$ cat src/rtl/random_arbiter.sv
// ---------------------------------------------------------------------------
// random_arbiter
//
// Round-robin server for one shared 20-bit Fibonacci LFSR. Each grant hands
// exactly one requester a freshly staged word. Between words the LFSR is
// advanced STEPS times so consecutive words are decorrelated.
//
// Optional feature macro: RNG_SEED_LOAD_EN (adds seed_load / seed_in).
//
// Parameters:
//   N_REQ  number of requesters (2..8)
//   STEPS  LFSR shifts between delivered words (1..31)
//   SEED   LFSR value after reset (nonzero)
//
// Ports:
//   clk        in   1      rising-edge clock
//   rst        in   1      asynchronous active-low reset
//   seed_load  in   1      force reseed (only with RNG_SEED_LOAD_EN)
//   seed_in    in   20     reseed value, 0 maps to 1 (only with RNG_SEED_LOAD_EN)
//   req        in   N_REQ  level requests, held until granted
//   gnt        out  N_REQ  one-hot grant, single-cycle pulse
//   rnd_valid  out  1      high in the grant cycle
//   rnd_data   out  20     delivered word, holds between grants
//   ready      out  1      word staged, grant can issue on the next edge
// ---------------------------------------------------------------------------
module random_arbiter #(
    parameter int          N_REQ = 4,
    parameter int          STEPS = 20,
    parameter logic [19:0] SEED  = 20'h00001
) (
    input  logic             clk,
    input  logic             rst,
`ifdef RNG_SEED_LOAD_EN
    input  logic             seed_load,
    input  logic [19:0]      seed_in,
`endif
    input  logic [N_REQ-1:0] req,
    output logic [N_REQ-1:0] gnt,
    output logic             rnd_valid,
    output logic [19:0]      rnd_data,
    output logic             ready
);

    localparam int CNT_W  = 5;
    localparam int LAST_W = (N_REQ > 1) ? $clog2(N_REQ) : 1;

    typedef enum logic {
        ST_REFILL = 1'b0,
        ST_READY  = 1'b1
    } state_e;

    state_e             state_q,  state_d;
    logic [CNT_W-1:0]   cnt_q,    cnt_d;
    logic [19:0]        lfsr_q,   lfsr_d;
    logic [LAST_W-1:0]  last_q,   last_d;
    logic [N_REQ-1:0]   gnt_q,    gnt_d;
    logic               valid_q,  valid_d;
    logic [19:0]        data_q,   data_d;

    logic               win_found;
    logic [LAST_W-1:0]  win_idx;
    logic [19:0]        lfsr_shift;

    // Taps 19 and 16 give a maximal-length 20-bit sequence.
    assign lfsr_shift = {lfsr_q[18:0], lfsr_q[19] ^ lfsr_q[16]};

    // ------------------------------------------------------------------
    // Round-robin pick: scan last+1, last+2, ... wrapping modulo N_REQ;
    // the first set request wins. last itself is visited last.
    // ------------------------------------------------------------------
    always_comb begin
        // NOTE: every variable gets a default before any branch so no
        // path leaves it unassigned, which would infer a latch.
        win_found = 1'b0;
        win_idx   = '0;
        for (int i = 1; i <= N_REQ; i++) begin
            logic [LAST_W-1:0] cand;
            cand = LAST_W'((int'(last_q) + i) % N_REQ);
            if (!win_found && req[cand]) begin
                win_found = 1'b1;
                win_idx   = cand;
            end
        end
    end

    // ------------------------------------------------------------------
    // Next-state logic
    // ------------------------------------------------------------------
    always_comb begin
        state_d = state_q;
        cnt_d   = cnt_q;
        lfsr_d  = lfsr_q;
        last_d  = last_q;
        gnt_d   = '0;      // grant and valid are pulses: cleared unless set
        valid_d = 1'b0;
        data_d  = data_q;  // delivered word holds between grants

        unique case (state_q)
            ST_REFILL: begin
                lfsr_d = lfsr_shift;
                if (cnt_q == CNT_W'(STEPS - 1)) begin
                    state_d = ST_READY;
                    cnt_d   = '0;
                end else begin
                    cnt_d = cnt_q + 1'b1;
                end
            end
            ST_READY: begin
                // LFSR is frozen here so an idle wait keeps the staged word.
                if (win_found) begin
                    gnt_d   = N_REQ'(1) << win_idx;
                    valid_d = 1'b1;
                    data_d  = lfsr_q;
                    last_d  = win_idx;
                    state_d = ST_REFILL;
                end
            end
            default: state_d = ST_REFILL;
        endcase

`ifdef RNG_SEED_LOAD_EN
        // A load overrides everything, including a grant that would issue
        // this cycle. Zero would lock the LFSR, so it is replaced by 1.
        if (seed_load) begin
            lfsr_d  = (seed_in == 20'h00000) ? 20'h00001 : seed_in;
            cnt_d   = '0;
            state_d = ST_REFILL;
            last_d  = LAST_W'(N_REQ - 1);
            gnt_d   = '0;
            valid_d = 1'b0;
            data_d  = data_q;
        end
`endif
    end

    // ------------------------------------------------------------------
    // State registers
    // ------------------------------------------------------------------
    // NOTE: sequential state uses non-blocking assignments so all registers
    // update together from the pre-edge values; every register is reset.
    always_ff @(posedge clk or negedge rst) begin
        if (!rst) begin
            state_q <= ST_REFILL;
            cnt_q   <= '0;
            lfsr_q  <= SEED;
            last_q  <= LAST_W'(N_REQ - 1);  // req[0] wins the first grant
            gnt_q   <= '0;
            valid_q <= 1'b0;
            data_q  <= '0;
        end else begin
            state_q <= state_d;
            cnt_q   <= cnt_d;
            lfsr_q  <= lfsr_d;
            last_q  <= last_d;
            gnt_q   <= gnt_d;
            valid_q <= valid_d;
            data_q  <= data_d;
        end
    end

    assign gnt       = gnt_q;
    assign rnd_valid = valid_q;
    assign rnd_data  = data_q;
    assign ready     = (state_q == ST_READY);

endmodule

$ cat config.mk
export PLATFORM = sky130hd
export DESIGN_NAME = random_arbiter
export DESIGN_NICKNAME = d
export VERILOG_FILES = /design/src/rtl/random_arbiter.sv
export SDC_FILE = /design/constraint.sdc
export NUM_CORES = 1
export LEC_CHECK = 0
export CORE_UTILIZATION = 45
export DETAILED_ROUTE_END_ITERATION = 16
export GPL_ROUTABILITY_DRIVEN = 1
export PLACE_DENSITY = 0.68
export SLEW_MARGIN = 20
export SYNTH_ARGS = -nofsm -noshare
export SYNTH_HDL_FRONTEND = slang
export SYNTH_SLANG_ARGS = --single-unit
$ cat constraint.sdc
create_clock -name clk -period 1.9 [get_ports clk]
set_clock_uncertainty 0.1 [all_clocks]
set_input_delay 0.285 -clock clk [delete_from_list [all_inputs] [get_ports clk]]
set_output_delay 0.285 -clock clk [all_outputs]
set_load 0.03 [all_outputs]
== Word level (Yosys, flattened, before mapping) ==
Index checks and enable logic that the tools add are counted.

* Add/sub/neg operators: 5
* Multiply operators: 0
* Div/mod/pow operators: 0
* $lt $le $gt $ge: 4
* Equality and inequality tests: 1
* Shift-type cells: 1
* Mux-type cells: 24
* Bitwise gates (word level): 2
* Reductions and logical operators: 7

{| class="wikitable"
|+ Operators by type and width
! kind !! number
|-
| $lt 2x3->1 const B || 4
|-
| $mux 1 || 12
|-
| $bmux 1 s2 || 4
|-
| $mux 2 || 4
|-
| $mux 4 || 2
|-
| $add 5x1->5 const B || 1
|-
| $eq 5x5->1 const B || 1
|-
| $mux 5 || 1
|-
| $add 2x1->2 const B || 2
|-
| $add 2x2->2 const B || 2
|-
| $shl 1x2->4 const A || 1
|-
| $logic_and 1x1->1 || 3
|-
| $logic_not 1->1 || 3
|-
| $pmux 1 s2 || 1
|-
| $reduce_and 2->1 || 1
|-
| $not 1->1 || 1
|-
| $xor 1x1->1 || 1
|}

* Bits in registers: 53
* Bits in latches: 0
* Memory bits (writable): 0
* Bits in read-only memories: 0
* Bits of input ports: 6
* Output and inout bits: 26
* Logic and storage cells: 51
* Memories kept: 0

== Longest topological paths before layout ==
Gate-level depths: netlist of run 1.

* Depth in word-level cells: 16
* Depth in mapped cells: 6
* Gate-level depth less buffers: 5

== Least setup slack after synthesis of run 1 ==
OpenSTA, ideal clock, no wires.

* Path kind: reg-to-reg
* From: register state_q, in the netlist ready
* To: register lfsr_q[10]
* Setup time: 0.125 ns
* Arrival: 1.332 ns
* Required time: 1.675 ns
* Path slack: 0.344 ns
* Cell stages (with the launch flop): 4
* Path buffers: 2
* Period minus slack after synthesis: 1.556 ns
* Cells stage by stage: dfrtp_1 -> buf_2 -> buf_2 -> mux2_2

{| class="wikitable"
|+ RTL lines
! element !! RTL line !! source
|-
| start, declared || 52 || <nowiki>state_e state_q, state_d;</nowiki>
|-
| start signal, assigned || 151 || <nowiki>state_q <= state_d;</nowiki>
|-
| end signal, assigned || 153 || <nowiki>lfsr_q <= lfsr_d;</nowiki>
|-
| end, declared || 54 || <nowiki>logic [19:0] lfsr_q, lfsr_d;</nowiki>
|}

No word-level cell between the ends.

== Worst setup path in the final report of run 1 ==
* From: register data_q[10], in the netlist rnd_data[10]
* To: output port rnd_data[10]

{| class="wikitable"
|+ RTL lines
! element !! RTL line !! source
|-
| start, declared || 58 || <nowiki>logic [19:0] data_q, data_d;</nowiki>
|-
| start signal, assigned || 157 || <nowiki>data_q <= data_d;</nowiki>
|-
| end, declared || 40 || <nowiki>output logic [19:0] rnd_data,</nowiki>
|}

No word-level cell between the ends.

==> impl_metrics.toml, run 1 <==
[critical_path]
end_kind = "output pin"
crit_fanout = 2
setup.worst_path.class = "flop to output pin"
crit_path_cell_trace = "clkdlybuf4s50_1"
critPathBufInv = 1
worstPathArrival_ns = 1.34
crit_path_start_kind = "flop"
critical_path_required_ns = 1.51
crit_path_top_delay_cell = "clkdlybuf4s50_1"
crit_family = "buffers and inverters"
critical-path-max-stage-delay_ns = 0.67
r2r-start = "ready$_DFF_PN0_"
startpoint = "rnd_data[10]$_DFFE_PN0P_"

[detailed_routing]
ant_nets = 0
dr.pass1.iters = 10
vias = 1417
vias_per_cell = 5.13
drtIter0Drc = 81
wirelength_mm = 3.89
drc_errors = 8
wire_per_inst_um = 14.1

[clocking]
clock-sinks = 53
cts.clk_slew.worst_paths_ns = 0.09
cts_max_path_buffers = 2
clock_latency_ns = 0.29
numCtsBuffers = 5
ctsResizeCount = 0
cts_root_buffer = "clkbuf_8"
cts_tree = "built"
cts_max_level = 2

[floorplan]
fp.dieW_um = 70.6
pin_count = 32
die_h_um = 70.6
initial_core_util_pct = 47.6
core-area_mm2 = 0.00444
fp.dieArea_mm2 = 0.00498
rows = 24

[synth]
synth-adder-area-share_pct = 0.591
ys_ff_latch = 53
synth.distinct_cells = 28
syn_nets = 194
yosys.area_share.simple_pct = 18.1
syn_inst = 187
yosysTopAreaCell = "dfrtp_1"
synthMuxAreaShare_pct = 10.6
ys_warn_count = 0
syn_area_per_cell_um2 = 11.3
synth_top_family_by_area = "simple AND/OR/NAND/NOR gates"
netlist_area_mm2 = 0.00212
synth-xor-area-share_pct = 0.827
yosys.area.top_type_share_pct = 59.1
synth_compound_area_share_pct = 4.20
synth_area_leaders = "dfrtp_1 59%, nand2_1 12%, mux2_2 11%"
seq_area_frac_synth_pct = 62.8

[worst_hold_path]
hold_start = "rnd_data[13]$_DFFE_PN0P_"
hold_path_class = "flop to flop"

[placement]
numPortBuffers = 31
place_congestion = 0.756
dpl_cell_area_mm2 = 0.00247
dp_hpwl_mm = 2.66
dp_cells = 267

[run_status]
violations = "DRC"
status = "finished, violations left"

[layout]
fin_cells = 276
drive_gt1_share_pct = 19.2
final_cell_area_mm2 = 0.00259
diodes = 0
fin_nets = 230
area_growth_pct = 22.2
final_util_pct = 58.2

[global_routing]
grt_overflow = 0
grt_pass1_wl_mm = 6.68
grt_usage_pct = 17.2
gr-usage-met2_pct = 31.5
busiest_layer = "met2"
grt_max_degree = 26
grt_use_met1_pct = 19.7
grt.met3_usage_pct = 4.84
antenna_found_initial = 0
grt_pass1_vias = 1517

[timing]
hold_viol_final = 0
fin_setup_tns_ns = 0
rsz0062_at_grt = "no"
slew_headroom_pct = 64.7
finalSetupViolations = 0
period_minus_slack_ns = 1.72
fin_crit_sh_pct = 90.6
fmax_mhz = 581
slew_viol_final = 0
tightest_slew_ns = 0.530

[pwr]
p_leak_nw = 1.29
ir_drop_uv = 505
p_per_area_mw_per_mm2 = 952
finalPower_mw = 2.46

[flow_run]
drv_cap = 0
==> logic make-up (layout without fill, tap and decap cells) <==
| group | count (synthesis) | in the layout |
|---|---|---|
| simple gates | 88 | 88 |
| flops | 53 | 53 |
| mux | 20 | 20 |
| compound gates | 14 | 14 |
| buf+inv | 9 | 46 |
| xor+xnor | 2 | 2 |
| fa+ha+maj | 1 | 1 |
==> metal layers <==
layer / wire (µm) / up-vias
met1: 1620 / 712
met5: 0 / -
met4: 34 / 0
met3: 133 / 4
met2: 2110 / 27
li1: - / 674
==> state kept, by name (all words and copies together) (netlist names) <==
name and count:
cnt_q 5, rnd_valid 1, last_q 2, rnd_data 20, ready 1, gnt 4
lfsr_q 20
==> power by group <==
group,switching (mW),internal [mW]
combinational,0.258,0.211
clock,0.343,0.330
sequential,0.0885,1.23
total,0.689,1.77
==> final cells by class <==
type	count	area, µm²
clock inverter	1	5.00
multi-input combinational	125	727
inverter	2	7.51
fill	385	1860
sequential	53	1330
tap	52	65.1
timing repair buffer	36	355
clock buffer	7	96.3
==> worst register-to-register path: cells and delay by family, from the launching register on <==
family   cells  cell delay (ns)
buf+inv      1             0.34
flops        1             0.52
mux          1             0.38
==> placed cells by master (no fill, tap or decap), types with 2 or more instances in the layout <==
cell type	instances
a21oi_1	2
buf_4	4
clkbuf_8	7
clkdlybuf4s50_1	29
dfrtp_1	50
dfstp_2	3
mux2_2	20
nand2_1	67
nand2b_2	2
nor2_1	7
nor2b_1	5
o21ai_0	7
xnor2_1	2
==> Yosys cell counts <==
cell type,n
a21oi_1,2
a21bo_2,1
nor2b_1,5
nand4b_1,1
nor4_2,1
buf_6,2
nor3b_1,1
buf_2,3
a21o_1,1
inv_1,1
o21ai_0,7
o211a_1,1
buf_4,2
nor3_1,1
dfstp_2,3
dfrtp_1,50
ha_1,1
nand2_1,67
or3b_2,1
nand2b_2,2
xnor2_1,2
nand3b_1,1
o211ai_1,1
mux2_2,20
nand2b_1,1
o221ai_1,1
nor2_1,7
inv_2,1
==> per-stage QoR <==
stage	hold slack [ns]	setup WS, ns
floorplan	-0.111	0.344
global placement	0.185	0.0326
detailed placement	0.190	-0.0793
CTS	0.389	0.153
global route	0.404	0.126
finish	0.382	0.178
==> path summary, 6_finish.rpt <==
path,to,slack [ns],cells after the start
worst min-delay path,rnd_data[13]$_DFFE_PN0P_,0.38,2
worst max register to register,lfsr_q[2]$_DFFE_PN0N_,0.44,2
max in group asynchronous,lfsr_q[15]$_DFFE_PN0N_,0.63,3
worst max-delay path,rnd_data[10],0.18,1
worst min register to register,rnd_data[13]$_DFFE_PN0P_,0.38,2
min in group asynchronous,gnt[1]$_DFF_PN0_,0.39,2
==> timing repair <==
item,4_1_cts,5_1_grt
hold buffers,1,0
setup buffers,0,0
hold endpoints to repair,20,0
Power figures use the tool's default switching activity.
==> inputs of run 2 (changes only) <==
ABC_CLOCK_PERIOD_IN_PS = 1900   (was not set)
CORE_UTILIZATION = 50   (was 45)
PLACE_DENSITY = 0.75   (was 0.68)
==> run 2 against run 1 <==
  * The flow now finishes without violations
  * Global-route usage is 2.0 points higher
  * Via count shrank 2.3%
  * Worst hold slack worse by 0.0040 ns
  * Sequential power barely moved
  * Total power is 2.5% lower
  * Clock power shrank 10%
  * First-iteration DRC count shrank 11%
  * Highest routed layer unchanged
==> impl_metrics.toml, run 2 (synthesis results as in run 1) <==
[global_routing]
grt_pass1_vias = 1451
antenna_found_initial = 0
grt_max_degree = 34
grt_usage_pct = 19.2
grt_overflow = 0
grt_pass1_wl_mm = 6.34

[floorplan]
initial_core_util_pct = 52.5
fp.dieW_um = 67.1
core-area_mm2 = 0.00403
fp.dieArea_mm2 = 0.00450
pin_count = 32
die_h_um = 67.1
rows = 23

[timing]
hold_viol_final = 0
fin_setup_tns_ns = 0
tightest_slew_ns = 0.502
rsz0062_at_grt = "no"
slew_viol_final = 0
whs_ns = 0.378
slew_headroom_pct = 66.5
fmax_mhz = 575
finalSetupViolations = 0
fin_crit_sh_pct = 91.6
period_minus_slack_ns = 1.74

[critical_path]
r2r-end = "gnt[2]$_DFF_PN0_"
setup.worst_path.class = "flop to output pin"
crit_path_top_delay_cell = "clkdlybuf4s50_1"
end_kind = "output pin"
crit_path_start_kind = "flop"
r2r-start = "last_q[1]$_DFFE_PN1P_"
worstPathArrival_ns = 1.36
crit_path_cell_trace = "clkdlybuf4s50_1"
crit_family = "buffers and inverters"
rr_worst_depth = 4
reg2reg_slack_ns = 0.49
critPathBufInv = 1
critical_path_required_ns = 1.51
critical-path-max-stage-delay_ns = 0.68
crit_fanout = 2

[placement]
dp_hpwl_mm = 2.54
dp_cells = 265
numPortBuffers = 31
place_congestion = 0.733

[detailed_routing]
vias_per_cell = 5.05
vias = 1385
wire_per_inst_um = 13.3
wirelength_mm = 3.65
drtIter0Drc = 72
drc_errors = 0
dr.pass1.iters = 4
ant_nets = 0

[layout]
area_growth_pct = 22.0
layout_commonest_cell = "nand2_1"
fin_cells = 274
fin_nets = 230
final_util_pct = 64.1
final_cell_mix = "67 x nand2_1, 50 x dfrtp_1, 29 x clkdlybuf4s50_1, 20 x mux2_2"
diodes = 0
drive_gt1_share_pct = 18.8

[clocking]
cts_root_buffer = "clkbuf_8"
post-cts-setup-buffers = 0
ctsResizeCount = 0
cts_hold_buf = 1
cts.clk_slew.worst_paths_ns = 0.09
clock_latency_ns = 0.30
cts_max_level = 2
clock-sinks = 53
numCtsBuffers = 5
cts_max_path_buffers = 2
cts_tree = "built"

[worst_hold_path]
hold_path_class = "primary input to asynchronous set/reset pin"

[run_status]
status = "finished, final reports clean"

[flow_run]
drv_cap = 0

[pwr]
p_per_area_mw_per_mm2 = 930
p_leak_nw = 1.28
ir_drop_uv = 532
[run 2: cell types whose count changed in the layout (fill, tap and decap cells not counted)]
cell,change
clkbuf_8,-2
clkinvlp_4,+2
buf_12,+1
buf_4,-1
clkbuf_1,+1
clkinv_2,-1
[run 2: per-stage QoR]
stage	power (mW)	setup WS [ns]	instance area, µm²
2_1_floorplan	1.67	0.344	2120
3_3_place_gp	1.78	0.0536	2480
3_5_place_dp	1.82	-0.0262	2480
4_1_cts	2.43	0.155	2580
5_1_grt	2.55	0.117	2580
6_report	2.40	0.160	2580
[run 2: report_power, final]
group | switching [mW] | internal (mW) | leakage, nW | total, mW
logic | 0.253 | 0.217 | 0.519 | 0.470
registers | 0.0949 | 1.23 | 0.720 | 1.33
clock network | 0.346 | 0.260 | 0.0374 | 0.605
total | 0.693 | 1.71 | 1.28 | 2.40
[run 2: final cells by class]
class	instances	area, µm²
fill	308	1450
sequential	53	1330
multi-input combinational	125	727
timing repair buffer	36	368
clock buffer	6	72.6
tap	50	62.6
clock inverter	2	15.0
inverter	2	7.51
[run 2: worst max-delay path by stage]
| stage | from | end | slack (ns) | cells past startpoint |
|---|---|---|---|---|
| after floorplan | ready$_DFF_PN0_ | lfsr_q[10]$_DFFE_PN0N_ | 0.34 | 3 |
| after global routing | rnd_data[0]$_DFFE_PN0P_ | rnd_data[0] | 0.12 | 1 |
| after detailed placement | req[3] | gnt[2]$_DFF_PN0_ | -0.03 | 6 |
| final | rnd_data[14]$_DFFE_PN0P_ | rnd_data[14] | 0.16 | 1 |
| after CTS | rnd_data[10]$_DFFE_PN0P_ | rnd_data[10] | 0.15 | 1 |
| after global placement | req[3] | gnt[2]$_DFF_PN0_ | 0.05 | 6 |
[run 2: metal layers]
layer	GRT usage [%]	vias to the layer above	wire length (µm)
met5	0	-	0
met4	7.18	0	51
met3	4.11	5	133
met2	34.3	30	1850
met1	22.2	673	1620
li1	-	677	-
==> inputs of run 3 (changes only) <==
CELL_PAD_IN_SITES_DETAIL_PLACEMENT = 1   (was not set)
CELL_PAD_IN_SITES_GLOBAL_PLACEMENT = 1   (was not set)
CORE_UTILIZATION = 45   (was 50)
PLACE_DENSITY = 0.93   (was 0.75)
==> run 3 against run 2 <==
  * The flow now finishes with violations (DRC)
  * Critical endpoint is now rnd_data[8]
  * First-iteration DRC count is 46% higher
  * Critical path depth is the same
  * Largest cell class unchanged
  * Largest power group unchanged
  * Utilization decreased by 5.6 points
  * Critical path type unchanged
  * Clock-buffer cell count is 1 lower
==> impl_metrics.toml, run 3 (synthesis results as in run 1) <==
[clocking]
cts_tree = "built"
post-cts-setup-buffers = 0
numCtsBuffers = 5
cts_root_buffer = "clkbuf_8"
clock_latency_ns = 0.32
cts.clk_slew.worst_paths_ns = 0.10
clock-sinks = 53
cts_max_path_buffers = 2
cts_max_level = 2

[detailed_routing]
dr.pass1.iters = 10
wirelength_mm = 4.34
wire_per_inst_um = 15.6
drtIter0Drc = 105
ant_nets = 0
drc_errors = 6
vias_per_cell = 5.19
vias = 1448

[floorplan]
fp.dieArea_mm2 = 0.00498
fp.dieW_um = 70.6
pin_count = 32
die_h_um = 70.6
core-area_mm2 = 0.00444
initial_core_util_pct = 47.6
rows = 24

[placement]
dp_cells = 270
numPortBuffers = 31
dp_hpwl_mm = 2.97
place_congestion = 0.756

[critical_path]
crit_path_start_kind = "flop"
setup.worst_path.class = "flop to output pin"
worstPathArrival_ns = 1.40
crit_family = "buffers and inverters"
crit_fanout = 2
crit_path_cell_trace = "clkdlybuf4s50_1"
critical_path_required_ns = 1.51
reg2reg_slack_ns = 0.33
rr_worst_depth = 4
end_kind = "output pin"
critPathBufInv = 1
crit_path_top_delay_cell = "clkdlybuf4s50_1"
r2r-start = "ready$_DFF_PN0_"
r2r-end = "last_q[0]$_DFFE_PN1P_"
critical-path-max-stage-delay_ns = 0.70

[pwr]
p_int_mw = 1.71
clock_power_share_pct = 26.1
power.net_switching_mw = 0.744
p_per_area_mw_per_mm2 = 944
ir_drop_uv = 574
pwr-share-comb_pct = 19.7
p_leak_nw = 1.30
switching_share_pct = 30.3
seq_power_share_pct = 54.2

[global_routing]
grt_pass1_vias = 1558
grt_max_degree = 33
grt_usage_pct = 20.7
grt_pass1_wl_mm = 7.73
grt_overflow = 0
antenna_found_initial = 0

[layout]
final_util_pct = 58.5
fin_nets = 233
final_cell_mix = "67 x nand2_1, 50 x dfrtp_1, 29 x clkdlybuf4s50_1, 20 x mux2_2"
diodes = 0
fill_cells = 485
drive_gt1_share_pct = 20.3
area_growth_pct = 22.8
layout_commonest_cell = "nand2_1"
fin_cells = 279

[timing]
whs_ns = 0.367
rsz0062_at_grt = "no"
period_minus_slack_ns = 1.78
finalSetupViolations = 0
fin_crit_sh_pct = 93.9
slew_headroom_pct = 64.7
slew_viol_final = 0
fin_setup_tns_ns = 0
hold_viol_final = 0
tightest_slew_ns = 0.530
fmax_mhz = 560

[worst_hold_path]
hold_path_class = "primary input to asynchronous set/reset pin"

[run_status]
status = "finished, violations left"
violations = "DRC"

[flow_run]
drv_cap = 0
## run 3: changes by cell type in the layout (fill, tap and decap cells not counted)
| cell | delta |
|---|---|
| clkinv_2 | +1 |
| buf_12 | -1 |
| clkinvlp_4 | -2 |
| clkinv_4 | +2 |
| clkbuf_1 | -1 |
| buf_4 | +4 |
## run 3: timing repair
action	in CTS	in global routing
hold buffers	1	0
endpoints found under the hold margin	19	0
gates resized for setup	0	0
## run 3: area by class of cell
cell class	instances	area [µm²]	area share (%)
tap	52	65.1	2.50
timing repair buffer	39	378	14.5
sequential	53	1330	51.2
inverter	2	7.51	0.289
clock buffer	5	68.8	2.65
multi-input combinational	125	727	28.0
clock inverter	3	22.5	0.867
## run 3: worst max-delay path by stage
stage,from,endpoint,slack [ns],cells past startpoint
final,rnd_data[8]$_DFFE_PN0P_,rnd_data[8],0.12,1
after global routing,rnd_data[8]$_DFFE_PN0P_,rnd_data[8],0.09,1
after CTS,rnd_data[8]$_DFFE_PN0P_,rnd_data[8],0.11,1
after detailed placement,req[1],gnt[2]$_DFF_PN0_,-0.0009,6
after global placement,req[1],gnt[2]$_DFF_PN0_,0.06,5
after floorplan,ready$_DFF_PN0_,lfsr_q[10]$_DFFE_PN0N_,0.34,3
## run 3: metrics by stage
| stage | worst slack (ns) | area (µm²) | total power [mW] |
|---|---|---|---|
| floorplan | 0.344 | 2120 | 1.67 |
| global placement | 0.0582 | 2500 | 1.79 |
| detailed placement | -0.000921 | 2500 | 1.83 |
| CTS | 0.110 | 2600 | 2.49 |
| global route | 0.0866 | 2600 | 2.60 |
| finish | 0.115 | 2600 | 2.45 |
## run 3: routing by layer
metal | vias to the layer above | track usage [%] | wire, µm
li1 | 680 | - | -
met1 | 732 | 26.3 | 1910
met2 | 28 | 34.5 | 2200
met3 | 8 | 5.70 | 151
met4 | 0 | 7.33 | 80
met5 | - | 0 | 0
## run 3: power groups by stage
| stage | combinational, mW | sequential [mW] | clock (mW) |
|---|---|---|---|
| 6_report | 0.483 | 1.33 | 0.641 |
| 5_1_grt | 0.547 | 1.35 | 0.700 |
| 4_1_cts | 0.494 | 1.33 | 0.662 |
| 3_5_place_dp | 0.477 | 1.35 | 0 |
| 3_3_place_gp | 0.448 | 1.34 | 0 |
| 2_1_floorplan | 0.336 | 1.34 | 0 |
